### src/rtl/mux_pkg.sv
// Shared sizing constants and helpers for the 256:1 single-bit mux tree.
package mux_pkg;

  localparam int MUX_N     = 256;
  localparam int MUX_SEL_W = 8;

  // Number of binary tree levels needed to reduce n leaves to one root.
  function automatic int mux_levels(input int n);
    int l;
    l = 0;
    while ((1 << l) < n) l++;
    return l;
  endfunction

endpackage

### src/rtl/mux256to1_if.sv
// Bit-select bus: data vector and index in, combinational and registered pick out.
interface mux256to1_if
  import mux_pkg::*;
#(
  parameter int N     = MUX_N,
  parameter int SEL_W = MUX_SEL_W
);

  logic [N-1:0]     in;
  logic [SEL_W-1:0] sel;
  logic             out;
  logic             out_q;

  modport master (output in, sel, input out, out_q);
  modport slave  (input in, sel, output out, out_q);

endinterface

### src/rtl/mux2.sv
// 2:1 single-bit primitive; leaf cell of the select tree.
module mux2 (
  input  logic a,
  input  logic b,
  input  logic s,
  output logic y
);

  assign y = s ? b : a;

endmodule

### src/rtl/mux256to1.sv
// Single-bit N:1 mux built as a balanced tree of mux2 cells, plus a registered copy.
module mux256to1
  import mux_pkg::*;
#(
  parameter int N     = MUX_N,
  parameter int SEL_W = MUX_SEL_W
) (
  input logic         clk,
  input logic         rst_n,
  mux256to1_if.slave  bus
);

  localparam int LEVELS = mux_levels(N);

  if (N != (1 << SEL_W) || LEVELS != SEL_W) begin : g_bad_size
    $fatal(1, "mux256to1: N must equal 2**SEL_W");
  end

  // Level k halves the candidate set using sel[k]; the leaves see sel[0].
  for (genvar k = 0; k < SEL_W; k++) begin : g_lvl
    localparam int W = N >> (k + 1);
    logic [2*W-1:0] x;
    logic [W-1:0]   y;

    if (k == 0) begin : g_leaf
      assign x = bus.in;
    end else begin : g_inner
      assign x = g_lvl[k-1].y;
    end

    for (genvar j = 0; j < W; j++) begin : g_mux
      mux2 u_mux2 (
        .a (x[2*j]),
        .b (x[2*j+1]),
        .s (bus.sel[k]),
        .y (y[j])
      );
    end
  end

  assign bus.out = g_lvl[SEL_W-1].y[0];

  always_ff @(posedge clk or negedge rst_n) begin
    if (!rst_n) begin
      bus.out_q <= 1'b0;
    end else begin
      bus.out_q <= g_lvl[SEL_W-1].y[0];
    end
  end

endmodule

### src/flat_wrapper.sv
// flat-port wrapper written by rule: the top's interface ports become plain ports
module mux256to1_flat import mux_pkg::*;
#(
  parameter int N     = MUX_N,
  parameter int SEL_W = MUX_SEL_W
)
  (clk, rst_n, bus_in, bus_sel, bus_out, bus_out_q);
  mux256to1_if #(.N(N), .SEL_W(SEL_W)) bus_i ();
  input logic clk;
  input logic rst_n;
  input wire logic [$bits(bus_i.in)-1:0] bus_in;
  input wire logic [$bits(bus_i.sel)-1:0] bus_sel;
  output wire logic [$bits(bus_i.out)-1:0] bus_out;
  output wire logic [$bits(bus_i.out_q)-1:0] bus_out_q;
  assign bus_i.in = bus_in;
  assign bus_i.sel = bus_sel;
  assign bus_out = bus_i.out;
  assign bus_out_q = bus_i.out_q;
  mux256to1 #(.N(N), .SEL_W(SEL_W)) u_core (.clk(clk), .rst_n(rst_n), .bus(bus_i));
endmodule
### config.mk
export PLATFORM = sky130hd
export DESIGN_NAME = mux256to1_flat
export DESIGN_NICKNAME = d
export VERILOG_FILES = /design/src/rtl/mux_pkg.sv /design/src/rtl/mux256to1_if.sv /design/src/rtl/mux2.sv /design/src/rtl/mux256to1.sv /design/src/flat_wrapper.sv
export SDC_FILE = /design/constraint.sdc
export NUM_CORES = 1
export LEC_CHECK = 0
export BUFFER_PORTS_ARGS = -buffer_cell sky130_fd_sc_hd__buf_2
export CAP_MARGIN = 40
export CORE_AREA = 2 2 104 106
export DETAILED_ROUTE_END_ITERATION = 6
export DIE_AREA = 0 0 106 108
export GPL_ROUTABILITY_DRIVEN = 0
export GPL_TIMING_DRIVEN = 0
export PLACE_DENSITY_LB_ADDON = 0.12
export RECOVER_POWER = 50
export SYNTH_ARGS = -nofsm -noshare
export SYNTH_HDL_FRONTEND = slang
export SYNTH_SLANG_ARGS = --single-unit
### constraint.sdc
create_clock -name clk -period 7.8 [get_ports clk]
set_input_delay 0.78 -clock clk [delete_from_list [all_inputs] [get_ports clk]]
set_output_delay 0.78 -clock clk [all_outputs]
set_load 0.005 [all_outputs]
Yosys cells after proc, flatten, opt, wreduce, memory -nomap -nowiden

Index checks and enable logic that the tools add are counted.

Muxes and demuxes: 255

Operator list:

| operator | count |
|---|---|
| $mux W1  | 255 |

Bits of input ports: 266
Word-level logic and storage cells: 256
Output and inout bits: 2
Register bits after elaboration: 1

Longest topological paths before layout

Word-level depth: 8
Depth in mapped cells: 9

By module

A second synthesis with hierarchy kept.

Cell total of the unflattened synthesis: 256
Area, all modules: 3,853.7 sq um

By module, submodules not included:

| module    | instances | cells each | area an instance (sq um) | sequential area each (sq um) |
|---|---|---|---|---|
| mux2      | 255       | 1          | 15.0                     | 0.0 |
| mux256to1 | 1         | 1          | 25.0                     | 25.0 |

Least setup slack after synthesis

No wires, ideal clock.

Kind: input to output
From: input port bus_sel[1]
To: output port bus_out
Path slack: 4.145 ns
Required time: 7.020 ns
Stages: 9
Arrival: 2.875 ns
Cells stage by stage: buf_2 buf_2 buf_1 mux4_2 a22oi_1 a21oi_1 nor4_1 nor3_1 or4_1

Word-level cells in the longest chain between the ends: 7
Elaborated cells on any way between the ends: 127

RTL lines:

| item                  | line               | text |
|---|---|---|
| start: declaration    | flat_wrapper.sv:12 | `input wire logic [$bits(bus_i.sel)-1:0] bus_sel;` |
| $mux W1 (6 in series) | mux2.sv:9          | `assign y = s ? b : a;` |
| $mux W1 *             | mux2.sv:9          |  |
| end: declaration      | flat_wrapper.sv:13 | `output wire logic [$bits(bus_i.out)-1:0] bus_out;` |

Mark *: on every way between the ends. The rest lies on a longest branch, timed or not.

Final worst setup path

Ends and elaborated chain as after synthesis.

==> reports/metrics.yaml <==
outcome:
  status: "completed"
flow_run:
  drv_cap: 0
layout:
  finalNonFillerCells: 561
  top_regs: "u_core.bus.out_q: 1 flops"
  top_register: "u_core.bus.out_q"
  syn_to_final_growth_pct: 72.3
  layout.nets: 693
  design_area_sq_um: 3550
  diodes: 0
  largest_reg_flops: 1
  layout-drive-gt1-share_pct: 79.5
  num-fill-cells: 1119
sta:
  finalSetupViolCount: 0
  hold_ws_ps: 554
  fmax_mhz: 225
  tightest_slew_ps: 638
  max_slew_margin_pct: 57.5
  timing.final.crit_share_pct: 57.1
  maxSlewViolCount: 0
  hold_viol: 0
  rsz0062_at_grt: "no"
  tns_ps: 0
  min_period_ps: 4450
placement:
  place_inst: 561
  io_buffers: 264
  placed_cell_area_sq_um: 3550
  hpwl_mm: 9.29
yosys:
  yosys_register_bits: 1
  synth.most_common_cell: "mux4_2"
  netlist_area_sq_um: 2060
  ys.flop_type: "dfrtp_1"
  synth_top_area_share_pct: 69.9
  synth_commonest_cells: "mux4_2 (64), a22oi_1 (26), a21oi_1 (14), clkbuf_1 (8), buf_2 (7)"
  yosys_warnings: 0
  ys_types: 26
  netlist_instances: 161
  synthArstFlopShare_pct: 100
  synth_edf_count: 0
  yosysSeqAreaShare_pct: 1.21
  synthesis.nets: 427
  yosys.area.top_type: "mux4_2"
  synth.area.top_cells: "mux4_2 (70%), a22oi_1 (9.5%), a21oi_1 (3.4%)"
  syn_area_per_cell_sq_um: 12.8
grt:
  grt_pass1_wl_mm: 15.2
  grt_pass1_vias: 3028
  antenna_found_initial: 0
  overflow: 0
  grtUsageTotal_pct: 16.9
  grt_max_degree: 11
pwr:
  pwr_density_cell_nw_per_um2: 53.7
  p_comb_share_pct: 96.6
  power_leakage_nw: 1.66
  pwr-share-seq_pct: 3.4
  p_int_w: 0.000121
  power_frac_clock_pct: 0
  swShare_pct: 36.8
  total_power_w: 0.000191
  p_sw_w: 0.0000702
  ir_worst_vdd_uv: 16.7
floorplanning:
  ios: 268
  fp-row-count: 37
  core-area_sq_um: 10200
  start_util_pct: 20.1
  die_x_um: 106
  dieArea_sq_um: 11400
  die_h_um: 108
routing:
  drt-pass1-iter-count: 4
  wire_per_inst_um: 18.3
  vias: 2775
  viasPerCell: 4.95
  routed_wl_mm: 10.3
  drc: 0
  drtIter0Drc: 96
  drtAntennaViolNets: 0
setup_path:
  crit_slowest_cell: "or4_1"
  path_max_fanout: 10
  worstPathRequired_ps: 7020
  end_kind: "primary output"
  start_kind: "primary input"
  cp.buffers_inverters: 4
  path_cells: "buf_2 -> buf_2 -> buf_1 -> mux4_2 -> a22oi_1 -> a21oi_1 -> nor4_1 -> nor3_1 -> or4_1 -> buf_2"
  crit_family: "buffers and inverters"
  crit_path_frequent_cell: "buf_2"
  max_stage_delay_ps: 510
  path_class: "in2out"
  cp_data_arrival_time_ps: 3670
worst_hold_path:
  min_path_type: "in2async"
cts:
  ctsResizeCount: 0
  hold_buffers: 0
  clk_pin_slew_worst_paths_ps: 0
  postCtsSetupBuffers: 0
[cells in the final DEF (no fill, tap or decap)]
cell      Yosys  layout
clkbuf_1      8       9
a21oi_1      14      14
nor2b_1       3       3
nand3_1       2       2
nor2_1        3       3
nor3_1        2       2
buf_2         7     270
and2_1        1       1
nor4_1        3       3
nand4_1       1       1
o22ai_1       1       1
buf_1         3       3
or2_2         1       1
nand2b_1      4       4
dfrtp_1       1       1
nand3b_1      2       2
mux2i_1       4       4
or4_1         1       1
nand2_1       3       3
buf_6         2       2
mux4_2       64      64
o31ai_1       1       1
nor3b_1       2       2
buf_4         1       1
a22oi_1      26      26
a211oi_1      1       1
[cell families (layout without fill, tap and decap cells)]
family                 Yosys count  after routing  share of synthesized area, %
muxes                           68             68                          71.9
and+or+nand+nor                 28             28                          7.83
buffers and inverters           21            285                          5.16
AOI/OAI and AO/OA               43             43                          13.9
DFF                              1              1                          1.21
[stage by stage]
step | setup WS [ps] | utilization, %
6_report | 3350 | 34.7
5_1_grt | 3080 | 34.7
4_1_cts | 3250 | 34.7
3_5_place_dp | 3270 | 34.7
3_3_place_gp | 3230 | 34.7
2_1_floorplan | 4150 | -
[power groups by stage]
stage                     sequential [W]  combinational, W  clock (W)
after floorplan               0.00000654         0.0000981          0
after detailed placement      0.00000637          0.000188          0
after global routing          0.00000641          0.000202          0
after global placement        0.00000641          0.000186          0
final                         0.00000641          0.000184          0
after CTS                     0.00000637          0.000189          0
[worst paths after layout]
path / from / end / slack (ps) / cells after the start
max in group asynchronous: rst_n / u_core.bus.out_q / 7160 / 1
worst max-delay path: bus_sel[1] / bus_out / 3350 / 10
min in group clk: bus_sel[7] / u_core.bus.out_q / 1220 / 4
worst min-delay path: rst_n / u_core.bus.out_q / 550 / 1
[area by class of cell]
type	count	area (sq um)	area share, %
Timing Repair Buffer	264	1320	37.2
Multi-Input combinational cell	139	1930	54.3
Sequential cell	1	25.0	0.705
Buffer	21	106	3.00
Tap cell	136	170	4.79
[per-layer routing]
| layer | share of wire (%) | wire length [um] | GRT usage (%) |
|---|---|---|---|
| met3 | 7.9 | 811 | 2.23 |
| met2 | 54 | 5500 | 34.1 |
| met1 | 39 | 3960 | 20.3 |
| met4 | 0 | 0 | 0 |
| met5 | 0 | 0 | 0 |
No activity file was read; power rests on OpenSTA's default activity.
